--- src/rtl/cpu_types_pkg.sv ---
// Shared CPU memory-subsystem types: word and RAM status types used by the
// caches and RAM model, plus the arbiter state so benches can probe it.
package cpu_types_pkg;

    typedef logic [31:0] word_t;

    typedef enum logic [1:0] {
        FREE   = 2'd0,
        BUSY   = 2'd1,
        ACCESS = 2'd2,
        ERROR  = 2'd3
    } ramstate_t;

    typedef enum logic [1:0] {
        IDLE  = 2'd0,
        GNT_I = 2'd1,
        GNT_D = 2'd2
    } arb_state_t;

    // Default arbitration tuning: dcache grants allowed while an ifetch waits.
    localparam int ARB_STARVE_LIMIT = 4;
    localparam int ARB_CNT_W        = 3;

endpackage

--- src/rtl/mem_arbiter_if.sv ---
// Bundle of cache-side and RAM-side signals around the memory arbiter.
// The slave view is what the arbiter sees; the master view is the
// surrounding caches and RAM model.
interface mem_arbiter_if;

    logic                      iREN;
    cpu_types_pkg::word_t      iaddr;
    logic                      iwait;
    cpu_types_pkg::word_t      iload;

    logic                      dREN;
    logic                      dWEN;
    cpu_types_pkg::word_t      daddr;
    cpu_types_pkg::word_t      dstore;
    logic                      dwait;
    cpu_types_pkg::word_t      dload;

    logic                      ramREN;
    logic                      ramWEN;
    cpu_types_pkg::word_t      ramaddr;
    cpu_types_pkg::word_t      ramstore;
    cpu_types_pkg::word_t      ramload;
    cpu_types_pkg::ramstate_t  ramstate;

    modport slave (
        input  iREN, iaddr, dREN, dWEN, daddr, dstore, ramload, ramstate,
        output iwait, iload, dwait, dload, ramREN, ramWEN, ramaddr, ramstore
    );

    modport master (
        output iREN, iaddr, dREN, dWEN, daddr, dstore, ramload, ramstate,
        input  iwait, iload, dwait, dload, ramREN, ramWEN, ramaddr, ramstore
    );

endinterface

--- src/rtl/mem_arbiter.sv ---
// Memory arbiter: shares the single RAM port between icache and dcache.
// The dcache has fixed priority, but after STARVE_LIMIT consecutive dcache
// grants taken while an ifetch is waiting, the icache is served next.
// Only the grant state and starvation counter are registered; RAM strobes
// and cache waits follow the inputs combinationally within a grant.
module mem_arbiter
    import cpu_types_pkg::*;
#(
    parameter int STARVE_LIMIT = ARB_STARVE_LIMIT,
    parameter int CNT_W        = ARB_CNT_W
) (
    input  logic           CLK,
    input  logic           nRST,
    mem_arbiter_if.slave   bus
);

    arb_state_t        state;
    arb_state_t        next_state;
    logic [CNT_W-1:0]  starve_cnt;
    logic [CNT_W-1:0]  next_cnt;
    logic              dreq;
    logic              access;

    assign dreq   = bus.dREN | bus.dWEN;
    assign access = (bus.ramstate == ACCESS);

    // Arbitration in IDLE and grant release on completion or withdrawal.
    always_comb begin
        next_state = state;
        next_cnt   = starve_cnt;
        case (state)
            IDLE: begin
                if (dreq && bus.iREN && (starve_cnt == CNT_W'(STARVE_LIMIT))) begin
                    next_state = GNT_I;
                    next_cnt   = '0;
                end else if (dreq) begin
                    next_state = GNT_D;
                    if (!bus.iREN) begin
                        next_cnt = '0;
                    end else if (starve_cnt != CNT_W'(STARVE_LIMIT)) begin
                        next_cnt = starve_cnt + CNT_W'(1);
                    end
                end else if (bus.iREN) begin
                    next_state = GNT_I;
                    next_cnt   = '0;
                end
            end
            GNT_I: begin
                if (!bus.iREN || access) begin
                    next_state = IDLE;
                end
            end
            GNT_D: begin
                if (!dreq || access) begin
                    next_state = IDLE;
                end
            end
            default: begin
                next_state = IDLE;
            end
        endcase
    end

    // Grant state and starvation counter registers.
    always_ff @(posedge CLK or negedge nRST) begin
        if (!nRST) begin
            state      <= IDLE;
            starve_cnt <= '0;
        end else begin
            state      <= next_state;
            starve_cnt <= next_cnt;
        end
    end

    // RAM strobes and cache handshakes for the current grant; a write beats
    // a read when the dcache raises both, and a withdrawn request never
    // reports completion.
    always_comb begin
        bus.iwait    = 1'b1;
        bus.dwait    = 1'b1;
        bus.iload    = '0;
        bus.dload    = '0;
        bus.ramREN   = 1'b0;
        bus.ramWEN   = 1'b0;
        bus.ramaddr  = '0;
        bus.ramstore = '0;
        case (state)
            GNT_I: begin
                bus.ramREN  = bus.iREN;
                bus.ramaddr = bus.iaddr;
                if (bus.iREN && access) begin
                    bus.iwait = 1'b0;
                    bus.iload = bus.ramload;
                end
            end
            GNT_D: begin
                bus.ramWEN   = bus.dWEN;
                bus.ramREN   = bus.dREN & ~bus.dWEN;
                bus.ramaddr  = bus.daddr;
                bus.ramstore = bus.dstore;
                if (dreq && access) begin
                    bus.dwait = 1'b0;
                    bus.dload = bus.ramload;
                end
            end
            default: begin
            end
        endcase
    end

endmodule
--- src/flat_wrapper.sv ---
// flat-port wrapper written by rule: the top's interface ports become plain ports
module mem_arbiter_flat import cpu_types_pkg::*;
#(
    parameter int STARVE_LIMIT = ARB_STARVE_LIMIT,
    parameter int CNT_W        = ARB_CNT_W
)
  (CLK, nRST, bus_iREN, bus_iaddr, bus_dREN, bus_dWEN, bus_daddr, bus_dstore, bus_ramload, bus_ramstate, bus_iwait, bus_iload, bus_dwait, bus_dload, bus_ramREN, bus_ramWEN, bus_ramaddr, bus_ramstore);
  mem_arbiter_if bus_i ();
  input  logic CLK;
  input  logic nRST;
  input wire logic [$bits(bus_i.iREN)-1:0] bus_iREN;
  input wire logic [$bits(bus_i.iaddr)-1:0] bus_iaddr;
  input wire logic [$bits(bus_i.dREN)-1:0] bus_dREN;
  input wire logic [$bits(bus_i.dWEN)-1:0] bus_dWEN;
  input wire logic [$bits(bus_i.daddr)-1:0] bus_daddr;
  input wire logic [$bits(bus_i.dstore)-1:0] bus_dstore;
  input wire logic [$bits(bus_i.ramload)-1:0] bus_ramload;
  input wire logic [$bits(bus_i.ramstate)-1:0] bus_ramstate;
  output wire logic [$bits(bus_i.iwait)-1:0] bus_iwait;
  output wire logic [$bits(bus_i.iload)-1:0] bus_iload;
  output wire logic [$bits(bus_i.dwait)-1:0] bus_dwait;
  output wire logic [$bits(bus_i.dload)-1:0] bus_dload;
  output wire logic [$bits(bus_i.ramREN)-1:0] bus_ramREN;
  output wire logic [$bits(bus_i.ramWEN)-1:0] bus_ramWEN;
  output wire logic [$bits(bus_i.ramaddr)-1:0] bus_ramaddr;
  output wire logic [$bits(bus_i.ramstore)-1:0] bus_ramstore;
  assign bus_i.iREN = bus_iREN;
  assign bus_i.iaddr = bus_iaddr;
  assign bus_i.dREN = bus_dREN;
  assign bus_i.dWEN = bus_dWEN;
  assign bus_i.daddr = bus_daddr;
  assign bus_i.dstore = bus_dstore;
  assign bus_i.ramload = bus_ramload;
  assign bus_i.ramstate = bus_ramstate;
  assign bus_iwait = bus_i.iwait;
  assign bus_iload = bus_i.iload;
  assign bus_dwait = bus_i.dwait;
  assign bus_dload = bus_i.dload;
  assign bus_ramREN = bus_i.ramREN;
  assign bus_ramWEN = bus_i.ramWEN;
  assign bus_ramaddr = bus_i.ramaddr;
  assign bus_ramstore = bus_i.ramstore;
  mem_arbiter #(.STARVE_LIMIT(STARVE_LIMIT), .CNT_W(CNT_W)) u_core (.CLK(CLK), .nRST(nRST), .bus(bus_i));
endmodule
--- config.mk ---
export PLATFORM = sky130hd
export DESIGN_NAME = mem_arbiter_flat
export DESIGN_NICKNAME = d
export VERILOG_FILES = /design/src/rtl/cpu_types_pkg.sv /design/src/rtl/mem_arbiter_if.sv /design/src/rtl/mem_arbiter.sv /design/src/flat_wrapper.sv
export SDC_FILE = /design/constraint.sdc
export NUM_CORES = 1
export LEC_CHECK = 0
export ABC_AREA = 1
export CAP_MARGIN = 20
export CORE_AREA = 4 4 103 105
export DETAILED_ROUTE_END_ITERATION = 8
export DIE_AREA = 0 0 107 109
export PLACE_DENSITY = 0.66
export REMOVE_ABC_BUFFERS = 1
export SETUP_SLACK_MARGIN = 0.15
export SLEW_MARGIN = 5
export SYNTH_ARGS = -nofsm -noshare
export SYNTH_HDL_FRONTEND = slang
export SYNTH_SLANG_ARGS = --single-unit
export TNS_END_PERCENT = 30
--- constraint.sdc ---
create_clock -name CLK -period 2.31 [get_ports CLK]
set_input_delay 0.693 -clock CLK [delete_from_list [all_inputs] [get_ports CLK]]
set_output_delay 0.693 -clock CLK [all_outputs]
set_load 0.02 [all_outputs]
Yosys cells after proc, flatten, opt, wreduce, memory -nomap -nowiden
Index checks and enable logic that the tools add are counted.
{"block": "totals", "regBits": 5, "in_bits": 135, "out_inout_bits": 132, "wordCells": 50}
{"block": "classes", "n_addsub": 1, "n_eq_ne": 9, "muxes": 23, "bitwise": 3, "reduce_logical": 12}
{"op": "$mux W32", "count": 5}
{"op": "$pmux W32 S2", "count": 1}
{"op": "$mux W3", "count": 5}
{"op": "$mux W2", "count": 5}
{"op": "$pmux W2 S3", "count": 1}
{"op": "$reduce_and A3 Y1", "count": 2}
{"op": "$mux W1", "count": 5}
{"op": "$eq A2 B2 Y1 const B", "count": 2}
{"op": "$logic_and A1 B1 Y1", "count": 4}
{"op": "$ne A2 B1 Y1 const B", "count": 2}
{"op": "$ne A4 B2 Y1 const B", "count": 1}
{"op": "$ne A4 B4 Y1 const B", "count": 1}
{"op": "$add A3 B1 Y3 const B", "count": 1}
{"op": "$eq A3 B3 Y1 const B", "count": 1}
{"op": "$ne A3 B3 Y1 const B", "count": 1}
{"op": "$reduce_bool A3 Y1", "count": 1}
{"op": "$eq A2 B1 Y1 const B", "count": 1}
{"op": "$logic_not A1 Y1", "count": 2}
{"op": "$logic_not A2 Y1", "count": 1}
{"op": "$logic_or A1 B1 Y1", "count": 2}
{"op": "$pmux W1 S2", "count": 1}
{"op": "$and A1 B1 Y1", "count": 1}
{"op": "$not A1 Y1", "count": 1}
{"op": "$or A1 B1 Y1", "count": 1}

Longest topological paths before layout
Gate-level depths: netlist (run 1).
{"block": "logic_depth", "depth_word": 5, "mapped_depth": 9, "ltp_nobuf": 8}

Worst setup path before layout (run 1)
No wires, ideal clock.
{"block": "synth_timing", "path_type": "input to output", "startpoint": "input port bus_ramstate[0]", "endpoint": "output port bus_dload[22]", "arrival_ps": 1448, "required_time_ps": 1617, "slack_ps": 169, "stages": 4, "path_buffers": 1, "cell_sequence": "inv_1 > nand4_2 > buf_4 > nor2_1"}
{"block": "synth_via", "elab_chain_len": 4}
{"element": "start, declared", "line_no": "flat_wrapper.sv:18", "text": "input wire logic [$bits(bus_i.ramstate)-1:0] bus_ramstate;"}
{"element": "$eq A2 B2 Y1", "line_no": "mem_arbiter.sv:25", "text": "assign access = (bus.ramstate == ACCESS);"}
{"element": "$logic_and A1 B1 Y1", "line_no": "mem_arbiter.sv:101", "text": "if (dreq && access) begin"}
{"element": "$mux W32", "line_no": "mem_arbiter.sv:101"}
{"element": "$mux W32", "line_no": "mem_arbiter.sv:87", "text": "case (state)"}
{"element": "end, declared", "line_no": "flat_wrapper.sv:22", "text": "output wire logic [$bits(bus_i.dload)-1:0] bus_dload;"}
No other way between the ends.

Worst setup path after layout (run 1)
{"block": "layout_timing", "startpoint": "input port bus_ramstate[1]", "endpoint": "output port bus_dload[9]"}
Same word-level chain as after synthesis.

==> impl_metrics.tcl, run 1 <==
set metrics [dict create \
    hold_violations 0 \
    slowest_stage "clkdlybuf4s15_2" \
    die_h_um 109 \
    netlist_instances 334 \
    yosysSeqAreaShare 0.08197 \
    wl_per_cell_um 15.53 \
    clk_pin_slew_ns 0.03 \
    gp_congestion 0.8288 \
    cts_buffers 3 \
    grt_max_degree 34 \
    p_total_mw 3.513 \
    hold_class "reg -> reg" \
    drtPass1Iterations 4 \
    cp-end-kind "primary output" \
    n_antenna_cell 0 \
    power_density_nw_per_um2 706.5 \
    cts_tree "done" \
    r2r_start "u_core.state[1]" \
    leakagePower_nw 2.548 \
    cp_max_fo 8 \
    antenna_found_initial 0 \
    boundaryPins 267 \
    drive_above_1_share 0.3754 \
    max-clock-path-buffers 2 \
    vias 3084 \
    synth_area_per_cell_um2 4.570 \
    final_nets 759 \
    cts_root_buffer "clkbuf_8" \
    startpoint_type "primary input" \
    drt-initial-drc-count 136 \
    clk_latency_ns 0.22 \
    period_needed_ns 2.379 \
    run_status "finished with violations" \
    syn_area_um2 1526 \
    cts.sinks 5 \
    final_common_cell "clkdlybuf4s50_1" \
    ant_nets 0 \
    timing.final.ws_setup_ns -0.06921 \
    worst_pin_slew_ns 0.2174 \
    crit_chain "clkdlybuf4s15_2 > nand4_4 > buf_12 > buf_16 > nor2_4 > buf_6" \
    core_area_um2 9639 \
    cp_data_required_time_ns 1.62 \
    routed_wl_um 11670 \
    cap_viol_max_count 0 \
    gr-usage-all-layers 0.1804 \
    dieWidth_um 107 \
    syn_to_final_growth_pct 225.7 \
    max_freq_mhz 420.3 \
    setup_viol 27 \
    grt_overflow 0 \
    row_count 36 \
    crit_type "in -> out" \
    synth_cell_type_count 17 \
    fin_crit_sh 1.030 \
    final_cells 751 \
    grt_pass1_wl_um 16790 \
    crit_arrival_ns 1.69 \
    drc 0 \
    place_inst 728 \
    ys_ff_latch 5 \
    numPortBuffers 266 \
    startpoint "bus_ramstate[1]" \
    drv_slew 0 \
    die-area_um2 11660 \
    cts_hold_buf 0 \
    violations "setup timing" \
    tns_ns -1.229 \
    max_slew_margin 0.8542 \
    ys.warnings.count 0 \
    cpLargestDelayFamily "buffers and inverters" \
    viasPerCell 4.107 \
    clock_skew_ns 0.0007340 \
    final_cell_mix "clkdlybuf4s50_1, nand2_1, buf_4" \
    start_util 0.1584 \
    critPathBufInv 4 \
    cpPeakStageDelay_ns 0.24 \
    rsz0062_at_grt "yes" \
    peakVddDrop_mv 0.5571 \
    htree_levels 1 \
    min-delay-start "u_core.state[0]" \
    grt_pass1_vias 3060 \
    dp_hpwl_um 8390 \
]
## stage by stage
stage                     setup WS [ns]  utilization  area, um^2  hold WS (ns)
after global routing            -0.1330       0.5158        4972        0.6153
after floorplan                  -1.568            -        1415        0.3974
after detailed placement        -0.7310       0.4587        4422        0.5171
final                          -0.06921       0.5158        4972        0.5434
after global placement          -0.6888       0.4587        4422        0.5091
after CTS                       -0.1449       0.4956        4777        0.5439
## kinds of logic (layout without fill, tap and decap cells)
kind of cell,Yosys count,in the layout,share of synthesized area
AO/OA/AOI/OAI,37,37,0.1254
adder cells (fa/ha/maj),5,5,0.04098
buffers and inverters,97,381,0.2623
flip-flops,5,5,0.08197
AND/OR/NAND/NOR,190,190,0.4893
## routing by layer
layer  routed length [um]  GRT usage  share of wire  vias to the layer above
li1                     -          -              -                     1534
met1                 4523     0.2136           0.39                     1418
met2                 6390     0.3471           0.55                      122
met3                  664    0.02783          0.057                       10
met4                   87    0.02922         0.0075                        0
met5                    0          0              0                        -
## path summary, 6_finish.rpt
kind	slack [ns]	to	cells past startpoint
worst min register to register	0.54	u_core.state[0]	2
worst min-delay path	0.54	u_core.state[0]	2
min in group asynchronous	0.69	u_core.starve_cnt[0]	1
worst max-delay path	-0.07	bus_dload[9]	6
max in group asynchronous	1.45	u_core.starve_cnt[1]	1
worst max register to register	0.65	u_core.state[0]	11
## registers in the layout, indices dropped and copies added (netlist names)
register and count:
u_core.starve_cnt 3, u_core.state 2
## worst min-delay path, delay by kind of cell, from the launching register on
kind	cells	cell delay, ns
DFF	1	0.39
and+or+nand+nor	2	0.12
## what timing repair did
item / in CTS / in global routing
endpoints found under the setup margin: 132 / 132
cloned: 6 / 3
setup buffers: 7 / 3
pin swaps: 20 / 9
resized for setup: 767 / 52
## Yosys cell counts
master    number  area share
buf_1          2      0.0049
nand4_1        2      0.0082
nand3_1        7       0.023
nand4_2        2       0.016
a21oi_1       33        0.11
buf_4          6       0.030
dfrtp_1        5       0.082
ha_1           5       0.041
nor2_1        65        0.16
o21ai_0        3      0.0098
nor2_2         1      0.0041
clkbuf_1       1      0.0025
buf_2         11       0.036
nand2_1      113        0.28
inv_2          1      0.0025
inv_1         76        0.19
a21boi_2       1      0.0074
## cell type report
class,count,area (um^2)
inverters,77,289.0
fillers,950,4667
repair buffers,300,2990
flip-flops and latches,5,125.1
well taps,133,166.4
multi-input cells,232,1356
clock buffers,4,45.04
## power by group
group	internal (mW)	switching [mW]
Clock	0.118	0.0408
Combinational	1.44	1.76
Sequential	0.124	0.0287
Total	1.68	1.83
Power figures use the tool's default switching activity.
==> run 2, diff against run 1 <==
--- a/config.mk
+++ b/config.mk
@@ -17,4 +17,3 @@
 export SYNTH_ARGS = -nofsm -noshare
 export SYNTH_HDL_FRONTEND = slang
 export SYNTH_SLANG_ARGS = --single-unit
-export TNS_END_PERCENT = 30
==> constraint.sdc (replaced) <==
create_clock -name CLK -period 2.31 [get_ports CLK]
set_input_delay 0.5775 -clock CLK [delete_from_list [all_inputs] [get_ports CLK]]
set_output_delay 0.5775 -clock CLK [all_outputs]
set_load 0.02 [all_outputs]
==> run 2 against run 1 <==
Net effect:
- the flow now finishes without violations
- via count fell by 1.9%
- final cell count fell by 0.53%
- combinational power rose by 7.5%
- global-route usage fell by 0.86 points
- register-to-register slack improved by 0.05 ns
- critical path depth rose by 1
- sequential power rose by 4%
- wire length rose by 0.91%
- sequential share of layout area barely moved
- die area did not move
- sequential cell count did not move
- largest cell class unchanged
- largest power group unchanged
- highest routed layer unchanged
==> impl_metrics.tcl, run 2 (synthesis gave the netlist of run 1 again) <==
set metrics [dict create \
    run_status "finished, final reports clean" \
    wl_per_cell_um 15.76 \
    worst_pin_slew_ns 0.2143 \
    numPortBuffers 266 \
    htree_levels 1 \
    row_count 36 \
    cpPeakStageDelay_ns 0.44 \
    gr-usage-all-layers 0.1718 \
    timing.final.ws_setup_ns 0.009554 \
    ant_nets 0 \
    final_cells 747 \
    clock_skew_ns 0.0001242 \
    syn_to_final_growth_pct 232.3 \
    viasPerCell 4.048 \
    antenna_found_initial 0 \
    cpLargestDelayFamily "buffers and inverters" \
    start_util 0.1584 \
    hold_class "in -> async" \
    cts_root_buffer "clkbuf_8" \
    die-area_um2 11660 \
    cp-end-kind "primary output" \
    peakVddDrop_mv 0.4963 \
    post-route-util 0.5262 \
    grt_pass1_wl_um 15950 \
    n_antenna_cell 0 \
    hold_violations 0 \
    clk_pin_slew_ns 0.03 \
    p_total_mw 3.755 \
    clk_latency_ns 0.22 \
    final_nets 755 \
    rsz0062_at_grt "yes" \
    drc 0 \
    cts.sinks 5 \
    top_register "u_core.starve_cnt" \
    critPathBufInv 4 \
    drtPass1Iterations 4 \
    startpoint_type "register" \
    gp_congestion 0.8288 \
    grt_max_degree 34 \
    crit_arrival_ns 1.72 \
    routed_wl_um 11770 \
    power_density_nw_per_um2 740.3 \
    cts_tree "done" \
    leakagePower_nw 2.501 \
    dp_hpwl_um 8431 \
    dpl_worst_slack_ns -0.4890 \
    cap_viol_max_count 0 \
    cp_max_fo 33 \
    drt-initial-drc-count 103 \
    grt_pass1_vias 2864 \
    vias 3024 \
    crit_chain "inv_2 > ha_4 > buf_4 > nand4_2 > buf_12 > nor2_1 > buf_4" \
    dieWidth_um 107 \
    worst_path_most_repeated_cell "buf_4" \
    period_needed_ns 2.300 \
    crit_type "reg -> out" \
    largest_reg_flops 3 \
    drv_slew 0 \
    grt_overflow 0 \
    cp_data_required_time_ns 1.73 \
    max-clock-path-buffers 2 \
    core_area_um2 9639 \
    drive_above_1_share 0.3974 \
    final_common_cell "clkdlybuf4s50_1" \
    cts_buffers 3 \
    max_slew_margin 0.8563 \
    cts_hold_buf 0 \
    fin_crit_sh 0.9959 \
    slowest_stage "dfrtp_2" \
    tns_ns 0 \
    setup_viol 0 \
    boundaryPins 267 \
    final_cell_mix "clkdlybuf4s50_1, nand2_1, inv_1, buf_4, buf_6" \
    reg_top3 "u_core.starve_cnt x3, u_core.state x2" \
    max_freq_mhz 434.7 \
    die_h_um 109 \
    place_inst 728 \
]
==> run 2: layer usage <==
layer / vias up / track usage / part of all wire
met3: 8 / 0.02427 / 0.057
met4: 0 / 0.02009 / 0.0076
li1: 1523 / - / -
met2: 118 / 0.3422 / 0.56
met5: - / 0 / 0
met1: 1375 / 0.1986 / 0.38
==> run 2: metrics by stage <==
| stage | hold slack [ns] | instance area, um^2 |
|---|---|---|
| 2_1_floorplan | 0.2819 | 1415 |
| 3_3_place_gp | 0.5091 | 4422 |
| 3_5_place_dp | 0.5240 | 4422 |
| 4_1_cts | 0.5622 | 4594 |
| 5_1_grt | 0.5765 | 5072 |
| 6_report | 0.5733 | 5072 |
==> run 2: layout make-up <==
class	count	area (um^2)
Inverter	77	294.0
Timing Repair Buffer	296	3028
Multi-Input combinational cell	232	1413
Tap cell	133	166.4
Sequential cell	5	126.4
Fill cell	944	4567
Clock buffer	4	45.04
==> run 2: worst paths after layout <==
check	from	to	slack, ns	cells after the start
max	u_core.state[1]	bus_iload[14]	0.01	7
min	nRST	u_core.starve_cnt[2]	0.57	1
max reg2reg	u_core.state[0]	u_core.state[1]	0.70	10
min in group CLK	u_core.starve_cnt[1]	u_core.starve_cnt[1]	0.60	2
max in group asynchronous	nRST	u_core.state[1]	1.54	1
min reg2reg	u_core.starve_cnt[1]	u_core.starve_cnt[1]	0.60	2
==> run 2: what timing repair did <==
| item | CTS | global route |
|---|---|---|
| pin swaps | 3 | 9 |
| cloned | 5 | 2 |
| gates resized for setup | 619 | 151 |
| buffers inserted | 2 | 6 |
| setup endpoints to repair | 132 | 132 |
==> run 2: power by group <==
| part | switching (mW) | total, mW | leakage, nW | internal [mW] |
|---|---|---|---|---|
| logic | 1.86 | 3.44 | 2.41 | 1.59 |
| registers | 0.0330 | 0.158 | 0.0647 | 0.125 |
| clock network | 0.0382 | 0.156 | 0.0228 | 0.118 |
| total | 1.93 | 3.76 | 2.50 | 1.83 |
==> run 2: worst register-to-register path, delay by kind of cell, from the launching register on <==
family | cells | cell delay (ns)
fa+ha+maj | 1 | 0.17
simple gates | 6 | 0.44
buf+inv | 3 | 0.55
flops | 1 | 0.39
